**config.mk**
```make
export PLATFORM = sky130hd
export DESIGN_NAME = pingpong_disp
export DESIGN_NICKNAME = d
export VERILOG_FILES = /design/src/rtl/pingpong_disp_pkg.sv /design/src/rtl/pingpong_bin2bcd.sv /design/src/rtl/pingpong_disp.sv
export SDC_FILE = /design/constraint.sdc
export NUM_CORES = 1
export LEC_CHECK = 0
export ABC_AREA = 1
export CAP_MARGIN = 10
export CORE_UTILIZATION = 55
export DETAILED_ROUTE_END_ITERATION = 10
export PLACE_DENSITY_LB_ADDON = 0.25
export SKIP_LAST_GASP = 1
export SLEW_MARGIN = 20
export SYNTH_ARGS = -nofsm -noshare
export SYNTH_HDL_FRONTEND = slang
export SYNTH_SLANG_ARGS = --single-unit
export TNS_END_PERCENT = 100
```
**constraint.sdc**
```tcl
create_clock -name clk -period 5.95 [get_ports clk]
set_clock_uncertainty 0.2 [all_clocks]
set_input_delay 1.19 -clock clk [delete_from_list [all_inputs] [get_ports clk]]
set_output_delay 1.19 -clock clk [all_outputs]
set_load 0.05 [all_outputs]
```
**src/rtl/pingpong_disp_pkg.sv**
```systemverilog
// Shared types and constants for the ping-pong counter display path.
package pingpong_disp_pkg;

  typedef enum logic [1:0] {
    StIdle,
    StConv,
    StDone
  } state_e;

  // Active-high seven-segment patterns, bit 0 = segment a, bit 6 = segment g.
  localparam logic [9:0][7:0] SegPatterns = {
    8'h6F, 8'h7F, 8'h07, 8'h7D, 8'h6D, 8'h66, 8'h4F, 8'h5B, 8'h06, 8'h3F
  };
  localparam logic [7:0] SegBlank = 8'h00;

  // Decode one BCD digit; the codes 10..15 never occur and show nothing.
  function automatic logic [7:0] seg_decode(logic [3:0] d);
    logic [7:0] s;
    case (d)
      4'd0:    s = SegPatterns[0];
      4'd1:    s = SegPatterns[1];
      4'd2:    s = SegPatterns[2];
      4'd3:    s = SegPatterns[3];
      4'd4:    s = SegPatterns[4];
      4'd5:    s = SegPatterns[5];
      4'd6:    s = SegPatterns[6];
      4'd7:    s = SegPatterns[7];
      4'd8:    s = SegPatterns[8];
      4'd9:    s = SegPatterns[9];
      default: s = SegBlank;
    endcase
    return s;
  endfunction

endpackage

```
**src/rtl/pingpong_bin2bcd.sv**
```systemverilog
// Iterative double-dabble converter: one input bit per clock, plus flag snapshots.
module pingpong_bin2bcd
  import pingpong_disp_pkg::*;
#(
  parameter int unsigned WIDTH  = 8,
  parameter int unsigned DIGITS = 3
) (
  input  logic                  clk,
  input  logic                  rst,
  input  logic [WIDTH-1:0]      in_val,
  input  logic                  in_dir,
  input  logic                  in_max,
  input  logic                  in_min,
  output logic [4*DIGITS-1:0]   bcd,
  output logic                  busy,
  output logic                  done,
  output logic                  dir_snap,
  output logic                  max_led,
  output logic                  min_led
);

  localparam int unsigned BcdW = 4 * DIGITS;
  localparam int unsigned CntW = $clog2(WIDTH + 1);

  state_e            state_q, state_d;
  logic [WIDTH-1:0]  shift_q, shift_d;
  logic [WIDTH-1:0]  last_val_q, last_val_d;
  logic [BcdW-1:0]   work_q, work_d;
  logic [BcdW-1:0]   adj;
  logic [BcdW-1:0]   bcd_q, bcd_d;
  logic [CntW-1:0]   cnt_q, cnt_d;
  logic              force_q, force_d;
  logic              dir_cap_q, dir_cap_d, max_cap_q, max_cap_d, min_cap_q, min_cap_d;
  logic              done_q, done_d, dir_q, dir_d, max_led_q, max_led_d, min_led_q, min_led_d;

  // State register; reset discards any conversion in flight and forces a fresh one.
  always_ff @(posedge clk) begin
    if (rst) begin
      state_q    <= StIdle;
      shift_q    <= '0;
      last_val_q <= '0;
      work_q     <= '0;
      bcd_q      <= '0;
      cnt_q      <= '0;
      force_q    <= 1'b1;
      dir_cap_q  <= 1'b0;
      max_cap_q  <= 1'b0;
      min_cap_q  <= 1'b0;
      done_q     <= 1'b0;
      dir_q      <= 1'b0;
      max_led_q  <= 1'b0;
      min_led_q  <= 1'b0;
    end else begin
      state_q    <= state_d;
      shift_q    <= shift_d;
      last_val_q <= last_val_d;
      work_q     <= work_d;
      bcd_q      <= bcd_d;
      cnt_q      <= cnt_d;
      force_q    <= force_d;
      dir_cap_q  <= dir_cap_d;
      max_cap_q  <= max_cap_d;
      min_cap_q  <= min_cap_d;
      done_q     <= done_d;
      dir_q      <= dir_d;
      max_led_q  <= max_led_d;
      min_led_q  <= min_led_d;
    end
  end

  // Next-state: capture on change (or forced), shift-add-3 per bit, publish on DONE.
  always_comb begin
    state_d    = state_q;
    shift_d    = shift_q;
    last_val_d = last_val_q;
    work_d     = work_q;
    bcd_d      = bcd_q;
    cnt_d      = cnt_q;
    force_d    = force_q;
    dir_cap_d  = dir_cap_q;
    max_cap_d  = max_cap_q;
    min_cap_d  = min_cap_q;
    done_d     = 1'b0;
    dir_d      = dir_q;
    max_led_d  = max_led_q;
    min_led_d  = min_led_q;

    // A digit is at most 9 before correction, so +3 never carries out of the nibble.
    adj = work_q;
    for (int k = 0; k < DIGITS; k++) begin
      if (adj[4*k +: 4] >= 4'd5) adj[4*k +: 4] = adj[4*k +: 4] + 4'd3;
    end

    unique case (state_q)
      StIdle: begin
        if (force_q || (in_val != last_val_q)) begin
          shift_d    = in_val;
          last_val_d = in_val;
          dir_cap_d  = in_dir;
          max_cap_d  = in_max;
          min_cap_d  = in_min;
          work_d     = '0;
          cnt_d      = '0;
          force_d    = 1'b0;
          state_d    = StConv;
        end
      end
      StConv: begin
        {work_d, shift_d} = {adj, shift_q} << 1;
        cnt_d             = cnt_q + 1'b1;
        if (cnt_q == CntW'(WIDTH - 1)) state_d = StDone;
      end
      StDone: begin
        bcd_d     = work_q;
        done_d    = 1'b1;
        dir_d     = dir_cap_q;
        max_led_d = max_cap_q;
        min_led_d = min_cap_q;
        state_d   = StIdle;
      end
      default: state_d = StIdle;
    endcase
  end

  assign bcd      = bcd_q;
  assign busy     = (state_q == StConv);
  assign done     = done_q;
  assign dir_snap = dir_q;
  assign max_led  = max_led_q;
  assign min_led  = min_led_q;

endmodule

```
**src/rtl/pingpong_disp.sv**
```systemverilog
// Ping-pong counter display: BCD conversion plus multiplexed seven-segment scan.
module pingpong_disp
  import pingpong_disp_pkg::*;
#(
  parameter int unsigned WIDTH    = 8,
  parameter int unsigned DIGITS   = 3,
  parameter int unsigned SCAN_DIV = 4
) (
  input  logic                clk,
  input  logic                rst,
  input  logic [WIDTH-1:0]    in_val,
  input  logic                in_dir,
  input  logic                in_max,
  input  logic                in_min,
  output logic [4*DIGITS-1:0] bcd,
  output logic                busy,
  output logic                done,
  output logic [DIGITS-1:0]   an,
  output logic [7:0]          seg,
  output logic                max_led,
  output logic                min_led
);

  localparam int unsigned DivW = (SCAN_DIV > 1) ? $clog2(SCAN_DIV) : 1;
  localparam int unsigned IdxW = (DIGITS > 1) ? $clog2(DIGITS) : 1;

  logic              dir_snap;
  logic [DivW-1:0]   div_q, div_d;
  logic [IdxW-1:0]   idx_q, idx_d;
  logic [DIGITS-1:0] an_q, an_d;
  logic [7:0]        seg_q, seg_d;
  logic [3:0]        digit;
  logic              blank;

  pingpong_bin2bcd #(
    .WIDTH  (WIDTH),
    .DIGITS (DIGITS)
  ) u_bin2bcd (
    .clk      (clk),
    .rst      (rst),
    .in_val   (in_val),
    .in_dir   (in_dir),
    .in_max   (in_max),
    .in_min   (in_min),
    .bcd      (bcd),
    .busy     (busy),
    .done     (done),
    .dir_snap (dir_snap),
    .max_led  (max_led),
    .min_led  (min_led)
  );

  // Scan registers; an and seg move together on the same edge.
  always_ff @(posedge clk) begin
    if (rst) begin
      div_q <= '0;
      idx_q <= '0;
      an_q  <= DIGITS'(1);
      seg_q <= seg_decode(4'd0);
    end else begin
      div_q <= div_d;
      idx_q <= idx_d;
      an_q  <= an_d;
      seg_q <= seg_d;
    end
  end

  // Free-running digit scan, leading-zero blanking and segment decode for the next digit.
  always_comb begin
    div_d = div_q + 1'b1;
    idx_d = idx_q;
    if (div_q == DivW'(SCAN_DIV - 1)) begin
      div_d = '0;
      idx_d = (idx_q == IdxW'(DIGITS - 1)) ? '0 : idx_q + 1'b1;
    end

    an_d  = '0;
    digit = '0;
    blank = 1'b0;
    for (int k = 0; k < DIGITS; k++) begin
      an_d[k] = (idx_d == IdxW'(k));
      if (idx_d == IdxW'(k)) begin
        digit = bcd[4*k +: 4];
        // Blank when this digit and every digit above it are zero.
        blank = (k != 0) && ((bcd >> (4 * k)) == '0);
      end
    end

    seg_d    = blank ? SegBlank : seg_decode(digit);
    seg_d[7] = (idx_d == '0) && dir_snap;
  end

  assign an  = an_q;
  assign seg = seg_q;

endmodule

```
==> qor.csv <==
metric,value,unit
outcome,"complete, no violations",
final count of pins violating max slew,0,
syn nets,480,
CP max stage delay,0.63,ns
Final Setup Violations,0,
diode count,0,
power density over cell area,255,mW/mm^2
sw frac,27.8,%
critical path's slowest cell,o21bai_4,
"Seq/Total Area, Yosys",40.8,%
Psw,0.283,mW
"CTS clk-pin slew, worst paths",0.07,ns
Initial Util,57.2,%
setup repair bufs after CTS,0,
Pre-antenna DRT Iters,4,
endpoints failing hold,0,
Min-Delay Path Class,reg -> reg,
Bufs and invs on worst path,2,
syn_area_per_cell,7.50,sq um
Peak VDD IR,147,uV
Crit Path Max Fanout,34,
Max-slew headroom,38.8,%
Synth warnings,0,
H-tree depth,3,
Die Width,80.5,um
Remaining DRCs,0,
clk sinks,69,
Reg power frac,48.4,%
Final Non-Filler Cells,565,
routability cong.,0.815,
Seq cells post-synth,69,
CTS max path bufs,2,
Post-Syn Area,0.00339,sq mm
Post-Route WL,7.02,mm
max cap viols,0,
Rows,28,
setup TNS,0,ns
count of different cell masters after synthesis,30,
RSZ-0062 raised after global routing,no,
Async SR Flop Fraction,0,%
CTS tree,yes,
initial antenna violation count,0,
Avg Vias per Cell,5.25,
total internal power,0.734,mW
"Primary FF master, synth",dfxtp_1,
Clock Latency Late Sink,0.35,ns
DR vias,2964,
first-pass GRT wire length,11.8,mm
Least-Margin Pin Slew,0.917,ns
# IOs,40,
WL/cell,12.4,um
Critical Path AT,3.29,ns
cell chain of the critical path,clkdlybuf4s50_1 > inv_1 > nand2_1 > nand2_1 > nor2_1 > nand3_1 > o21bai_4 > nand2_2 > o21ai_0,
gr ovfl total,0,
DRT antenna net count,0,
Num CTS Buffers,9,
period utilization,54.2,%
GRT Total Usage,23.8,%
CP Capture Type,register,
die area,0.00648,sq mm
Clk network pwr share,37.5,%
Crit path top cell by count,nand2_1,
vias in the first global route,2673,
share of cells above drive strength 1,10.8,%
Starting DRT DRC Count,118,
Mapped Cells,452,
critical path's top delay family,compound AO/OA/AOI/OAI gates,
die height,80.5,um
CTS resizes,0,
nets@finish,513,
Leak,1.65,nW
Hold Buf Count CTS,0,
Inst Count DP,549,
area delta synth->final,17.8,%
Worst Path Required,6.01,ns
clock root buffer,clkbuf_8,
"EDFF count, synth",0,
Final min period,3.23,ns
crit path kind,in -> reg,
IO buf count,39,
Gate power share,14.1,%
Max Clock Freq,310,MHz
Filler Cells Inserted,497,
pin count of the biggest net entering global routing,41,
HPWL after detailed placement,4.92,mm
core box area,0.00592,sq mm
CP startpoint kind,input pin,
## sequential cells by signal (all words and copies together), names as in the netlist
register / flops
u_bin2bcd.dir_cap_q: 1
u_bin2bcd.bcd: 12
u_bin2bcd.work_q: 12
u_bin2bcd.min_led: 1
u_bin2bcd.force_q: 1
u_bin2bcd.max_led: 1
u_bin2bcd.done: 1
u_bin2bcd.shift_q: 8
seg: 8
u_bin2bcd.min_cap_q: 1
an: 3
u_bin2bcd.state_q: 2
u_bin2bcd.dir_snap: 1
u_bin2bcd.last_val_q: 8
idx_q: 2
div_q: 2
u_bin2bcd.cnt_q: 4
u_bin2bcd.max_cap_q: 1
## kinds of logic after synthesis
family / share of synthesized area (%)
buffers and inverters: 8.93
AND/OR/NAND/NOR: 30.1
AO/OA/AOI/OAI: 13.7
flip-flops: 40.8
adder cells (fa/ha/maj): 5.54
XOR/XNOR: 1.03
## layer usage
layer / global-route usage [%] / up-vias / routed length [um]
met3: 5.23 / 14 / 206
li1: - / 1544 / -
met5: 0 / - / 0
met2: 39.3 / 43 / 3450
met1: 29.5 / 1363 / 3220
met4: 10.2 / 0 / 138
## layout make-up
class                   count  area (sq um)  area share [%]
flip-flops and latches     69          1380            34.6
clock inverters             6          62.6            1.57
inverters                  54           208            5.20
repair buffers             41           405            10.2
well taps                  75          93.8            2.35
multi-input cells         310          1710            42.7
clock buffers              10           138            3.45
## cells in the mapped netlist (all sizes together) (5+ instances only)
cell type  number  share of area (%)
a21oi          53                7.9
buf             5                1.3
clkbuf         14                1.6
dfxtp          69                 41
ha             15                5.5
inv            54                6.1
nand2          94                 12
nand3          62                 10
nand4           7                1.3
nor2           30                4.8
nor3            5               0.74
o21ai          35                5.2
## power groups by stage
stage                     Clock [mW]  Combinational, mW  Sequential, mW
after CTS                      0.387              0.144           0.492
final                          0.382              0.144           0.492
after global routing           0.406              0.162           0.494
after global placement             0              0.141           0.502
after detailed placement           0              0.144           0.503
after floorplan                    0             0.0853           0.522
## worst reg2reg max path, delay by kind of cell, from the launching register on
kind / cells / cell delay, ns
fa+ha+maj: 2 / 0.59
flops: 1 / 0.34
buf+inv: 2 / 0.23
simple gates: 9 / 0.92
## through the flow
stage | setup WS, ns | hold WS, ns | area (sq um) | util, % | total power [mW]
finish | 2.72 | 0.231 | 3990 | 67.5 | 1.02
global route | 2.47 | 0.260 | 3990 | 67.5 | 1.06
CTS | 2.74 | 0.236 | 3990 | 67.5 | 1.02
detailed placement | 2.37 | 0.225 | 3790 | 64.1 | 0.646
global placement | 2.46 | 0.214 | 3790 | 64.1 | 0.643
floorplan | 3.38 | 0.204 | 3390 | - | 0.607
## layout by cell type, fill, tap and decap left out, drive strengths merged
master,instances
a21oi,53
buf,2
bufinv,1
clkbuf,10
clkdlybuf4s50,39
clkinv,2
clkinvlp,3
dfxtp,69
ha,15
inv,54
nand2,94
nand3,62
nand3b,2
nand4,7
nor2,30
nor3,5
nor3b,1
o21ai,35
o21bai,1
or2,1
xnor2,2
xor2,2
## worst paths after layout
kind / start / to / slack [ns] / depth (start not counted)
worst max-delay path: in_val[4] / u_bin2bcd.cnt_q[1] / 2.72 / 9
worst min-delay path: div_q[0] / div_q[0] / 0.23 / 1
worst max register to register: div_q[0] / seg[3] / 3.55 / 13
worst min register to register: div_q[0] / div_q[0] / 0.23 / 1
Power figures use the tool's default switching activity.
